`config.mk`:
```
export PLATFORM = sky130hd
export DESIGN_NAME = c17_bist_driver
export DESIGN_NICKNAME = d
export VERILOG_FILES = /design/src/rtl/c17_bist_driver.sv
export SDC_FILE = /design/constraint.sdc
export NUM_CORES = 1
export LEC_CHECK = 0
export BUFFER_PORTS_ARGS = -buffer_cell sky130_fd_sc_hd__buf_2
export CAP_MARGIN = 20
export CORE_MARGIN = 5
export CORE_UTILIZATION = 50
export DETAILED_ROUTE_END_ITERATION = 12
export PLACE_DENSITY = 0.85
export REMOVE_ABC_BUFFERS = 1
export SYNTH_ARGS = -nofsm -noshare
export SYNTH_HDL_FRONTEND = slang
export SYNTH_SLANG_ARGS = --single-unit
```
`constraint.sdc`:
```
create_clock -name clk -period 2.4 [get_ports clk]
set_input_delay 0.12 -clock clk [delete_from_list [all_inputs] [get_ports clk]]
set_output_delay 0.12 -clock clk [all_outputs]
set_load 0.05 [all_outputs]
```
`src/rtl/c17_bist_driver.sv`:
```
// BIST driver for the mapped C17 netlist: pattern source, MISR compactor
// and golden-signature compare around the CUT pad interface.
module c17_bist_driver #(
    parameter int              PATTERN_MODE = 0,
    parameter int              NUM_PATTERNS = 32,
    parameter logic [4:0]      LFSR_SEED    = 5'h01,
    parameter int              CUT_LATENCY  = 0,
    parameter int              SIG_W        = 16,
    parameter logic [SIG_W-1:0] MISR_POLY   = SIG_W'(16'h1021),
    parameter logic [SIG_W-1:0] GOLDEN_SIG  = '0
) (
    input  logic             clk,
    input  logic             rst_n,
    input  logic             start,
    input  logic             abort,
    output logic [4:0]       cut_in,
    input  logic [1:0]       cut_out,
    output logic             busy,
    output logic             done,
    output logic             pass,
    output logic [SIG_W-1:0] signature,
    output logic [5:0]       pattern_idx
);

    typedef enum logic [1:0] {
        IDLE,
        APPLY,
        DRAIN,
        DONE
    } state_t;

    localparam logic [4:0] SEED =
        (LFSR_SEED == 5'd0) ? 5'd1 : LFSR_SEED;
    localparam logic [4:0] FIRST =
        (PATTERN_MODE != 0) ? SEED : 5'd0;
    localparam logic [5:0] NP       = 6'(NUM_PATTERNS);
    localparam logic [5:0] LAST_IDX = 6'(NUM_PATTERNS - 1);
    localparam int         DW       = (CUT_LATENCY > 0) ? CUT_LATENCY : 1;
    localparam logic [1:0] DRN_LAST = 2'(DW - 1);

    state_t           state_q, state_d;
    logic [4:0]       pat_q, pat_d, pat_next;
    logic [SIG_W-1:0] sig_q, sig_d, misr_next, sig_cap;
    logic [5:0]       idx_q, idx_d;
    logic             busy_q, busy_d;
    logic             done_q, done_d;
    logic             pass_q, pass_d;
    logic [1:0]       drn_q, drn_d;
    logic             issue;
    logic             cap;

    assign issue = (state_q == APPLY);

    generate
        if (CUT_LATENCY == 0) begin : g_direct
            assign cap = issue;
        end else begin : g_pipe
            logic [CUT_LATENCY-1:0] vld_q;

            // valid bit travels alongside each pattern through the CUT
            always_ff @(posedge clk or negedge rst_n) begin
                if (!rst_n) begin
                    vld_q <= '0;
                end else if (abort) begin
                    vld_q <= '0;
                end else begin
                    vld_q <= (vld_q << 1) | CUT_LATENCY'(issue);
                end
            end

            assign cap = vld_q[CUT_LATENCY-1];
        end
    endgenerate

    // next state, next pattern, MISR compaction and result flags
    always_comb begin
        state_d = state_q;
        pat_d   = pat_q;
        sig_d   = sig_q;
        idx_d   = idx_q;
        busy_d  = busy_q;
        done_d  = done_q;
        pass_d  = pass_q;
        drn_d   = drn_q;

        misr_next = {sig_q[SIG_W-2:0], 1'b0}
                  ^ (sig_q[SIG_W-1] ? MISR_POLY : '0)
                  ^ {{(SIG_W-2){1'b0}}, cut_out};
        sig_cap   = cap ? misr_next : sig_q;

        if (PATTERN_MODE != 0) begin
            pat_next = {pat_q[3:0], pat_q[4] ^ pat_q[2]};
        end else begin
            pat_next = pat_q + 5'd1;
        end

        if (abort) begin
            state_d = IDLE;
            pat_d   = '0;
            busy_d  = 1'b0;
            done_d  = 1'b0;
            pass_d  = 1'b0;
            drn_d   = '0;
        end else begin
            sig_d = sig_cap;
            unique case (state_q)
                IDLE, DONE: begin
                    if (start) begin
                        state_d = APPLY;
                        pat_d   = FIRST;
                        sig_d   = '0;
                        idx_d   = '0;
                        busy_d  = 1'b1;
                        done_d  = 1'b0;
                        pass_d  = 1'b0;
                    end
                end
                APPLY: begin
                    if (idx_q != NP) begin
                        idx_d = idx_q + 6'd1;
                    end
                    if (idx_q == LAST_IDX) begin
                        pat_d = '0;
                        if (CUT_LATENCY > 0) begin
                            state_d = DRAIN;
                            drn_d   = DRN_LAST;
                        end else begin
                            state_d = DONE;
                            busy_d  = 1'b0;
                            done_d  = 1'b1;
                            pass_d  = (sig_cap == GOLDEN_SIG);
                        end
                    end else begin
                        pat_d = pat_next;
                    end
                end
                DRAIN: begin
                    if (drn_q == 2'd0) begin
                        state_d = DONE;
                        busy_d  = 1'b0;
                        done_d  = 1'b1;
                        pass_d  = (sig_cap == GOLDEN_SIG);
                    end else begin
                        drn_d = drn_q - 2'd1;
                    end
                end
                default: begin
                    state_d = IDLE;
                end
            endcase
        end
    end

    // state and output registers
    always_ff @(posedge clk or negedge rst_n) begin
        if (!rst_n) begin
            state_q <= IDLE;
            pat_q   <= '0;
            sig_q   <= '0;
            idx_q   <= '0;
            busy_q  <= 1'b0;
            done_q  <= 1'b0;
            pass_q  <= 1'b0;
            drn_q   <= '0;
        end else begin
            state_q <= state_d;
            pat_q   <= pat_d;
            sig_q   <= sig_d;
            idx_q   <= idx_d;
            busy_q  <= busy_d;
            done_q  <= done_d;
            pass_q  <= pass_d;
            drn_q   <= drn_d;
        end
    end

    assign cut_in      = pat_q;
    assign signature   = sig_q;
    assign pattern_idx = idx_q;
    assign busy        = busy_q;
    assign done        = done_q;
    assign pass        = pass_q;

endmodule

```
==> out/metrics.yaml <==
status:
  status: "finished clean"
timing:
  setup-violations-final: 0
  fin_crit_ns: 1.97
  hold_slack_ns: 0.0979
  rsz0062_at_grt: "false"
  drv_slew: 0
  worstMarginPinSlew_ns: 0.714
  period_share_pct: 82.2
  timing.setup.tns_ns: 0
  maxSlewHeadroom_pct: 52.4
  finalHoldViolations: 0
  max_freq_mhz: 507
  fin_worst_skew_ns: 0.00715
clocking:
  clock_latency_ns: 0.34
  post_cts_buffers: 0
  cts.reportedPaths.clkPinSlew_ns: 0.10
  htreeDepth: 2
  cts_max_path_buffers: 2
  ctsHoldBuffers: 1
  clkSinkCount: 33
  cts-root-buf: "clkbuf_4"
  tritoncts: "done"
  cts_resized: 0
  cts_made_buffers: 5
die:
  start_util_pct: 51.4
  die_width_um: 68.3
  coreArea_um2: 3310
  io_pins: 36
  die-area_um2: 4670
  core.rowCount: 21
  die_h_um: 68.3
layout:
  area_growth_pct: 17.9
  n_fill_cell: 291
  nets: 222
  mostFrequentLayoutCells: "buf_2, dfrtp_1, a22o_1, nand2_1, o21ai_0"
  final_common_cell: "buf_2"
  antenna_cells: 0
  drive_gt1_share_pct: 25.2
route:
  via_count: 1434
  drt_iter0_markers: 67
  wl_met3_um: 297
  met1Wirelength_um: 1690
  highest_layer: "met4"
  vias_per_cell: 5.60
  route.detailed.drc: 0
  dr.pass1.iters: 4
  wl_met2_um: 1620
  antenna_left: 0
  wirelength_um: 3660
  detail_route.wl_per_cell_um: 14.3
power:
  cellPowerDensity_nw_per_um2: 823
  vdd_ir_drop_max_uv: 441
  leakage_nw: 0.984
grt:
  grt_max_degree: 34
  grt_pass1_vias: 1401
  grt_pass1_wl_um: 6000
  track_usage_pct: 17.5
  grt-ovfl-total: 0
  antenna_found_initial: 0
synth:
  ys_ff_latch: 33
  synth.distinct_cells: 34
  yosys_most_used_dff: "dfrtp_1"
  ys_warn_count: 0
  async_flop_share_pct: 100
  synth_seq_area_share_pct: 48.5
  syn_avg_cell_area_um2: 10.0
  syn_area_um2: 1700
  synth-edff-count: 0
  synth_cells: 170
run:
  drv_cap: 0
place:
  gp_congestion: 0.843
  port_buffers: 35
  place_hpwl_um: 2640
setup_path:
  reg2reg_slack_ns: 0.43
  cp-end-kind: "flip-flop"
  crit_path_start_kind: "flip-flop"
  arrival_ns: 2.21
  cp.required_ns: 2.63
  crit_type: "flip-flop to flip-flop"
  crit_path_max_fanout: 9
min_path:
  worstHoldPathType: "input port to flip-flop"
[metal layers]
| layer | GRT usage [%] | vias up |
|---|---|---|
| li1 | - | 687 |
| met1 | 21.3 | 683 |
| met2 | 28.0 | 57 |
| met3 | 5.91 | 7 |
| met4 | 7.44 | 0 |
| met5 | 0 | - |
[final timing paths]
| path | start | cells past startpoint | to |
|---|---|---|---|
| max in group asynchronous | rst_n | 2 | signature[12]$_DFFE_PN0N_ |
| setup / recovery | done$_DFFE_PN0P_ | 6 | pattern_idx[3]$_DFFE_PN0P_ |
| hold / removal | cut_out[0] | 3 | signature[0]$_DFFE_PN0N_ |
| min in group asynchronous | rst_n | 2 | pass$_DFFE_PN0P_ |
| setup reg to reg | done$_DFFE_PN0P_ | 6 | pattern_idx[3]$_DFFE_PN0P_ |
| hold reg to reg | pass$_DFFE_PN0P_ | 1 | pass$_DFFE_PN0P_ |
[metrics by stage]
stage                     setup WS, ns  instance area, um2  instances  power (W)  util [%]
after floorplan                 0.0333                1660        162    0.00113         -
after global placement           0.543                1930        247    0.00129      58.2
after detailed placement         0.471                1930        247    0.00131      58.2
after CTS                        0.412                2010        256    0.00166      60.6
after global routing             0.268                2010        256    0.00174      60.6
final                            0.427                2010        256    0.00165      60.6
[cells by family after synthesis]
| group | after synthesis | synth area share [%] |
|---|---|---|
| simple gates | 57 | 17.4 |
| compound gates | 49 | 20.4 |
| flops | 33 | 48.5 |
| buf+inv | 16 | 3.97 |
| fa+ha+maj | 7 | 5.15 |
| xor+xnor | 5 | 2.57 |
| mux | 3 | 1.91 |
[Yosys cell counts (all sizes together) (3+ instances only)]
master | instances | area [um2]
a21oi | 8 | 40.0
a22o | 15 | 131
and2 | 3 | 18.8
clkbuf | 7 | 26.3
dfrtp | 33 | 826
ha | 7 | 87.6
inv | 8 | 30.0
nand2 | 15 | 56.3
nand2b | 6 | 37.5
nand3 | 6 | 30.0
nor2 | 7 | 26.3
nor2b | 3 | 18.8
nor3 | 5 | 25.0
nor4 | 3 | 18.8
nor4b | 3 | 26.3
o21ai | 15 | 82.6
xnor2 | 5 | 43.8
[flip-flops by register name (all words and copies together), names as in the netlist]
name and flops:
cut_in 5, drn_q 2, state_q 1, pass 1
pattern_idx 6, done 1, signature 16, busy 1
[cell type report]
class | instances | area, um2 | area share, %
tap | 46 | 57.6 | 2.87
clock inverter | 1 | 5.00 | 0.249
multi-input combinational | 121 | 808 | 40.3
sequential | 33 | 826 | 41.1
inverter | 8 | 30.0 | 1.50
timing repair buffer | 40 | 215 | 10.7
clock buffer | 7 | 65.1 | 3.24
[worst max-delay path, cell delays in order (launching register included)]
cell	delay (ns)
dfrtp_1	0.41
inv_1	0.08
ha_1	0.39
mux2i_1	0.27
a311o_1	0.37
o21ai_0	0.15
a22o_1	0.20
[where the power goes]
group          internal [W]  switching [W]  leakage [nW]
Sequential         0.000616      0.0000801         0.451
Clock              0.000170       0.000186        0.0413
Combinational      0.000185       0.000415         0.491
Total              0.000970       0.000681         0.984
No activity file was read; power rests on OpenSTA's default activity.
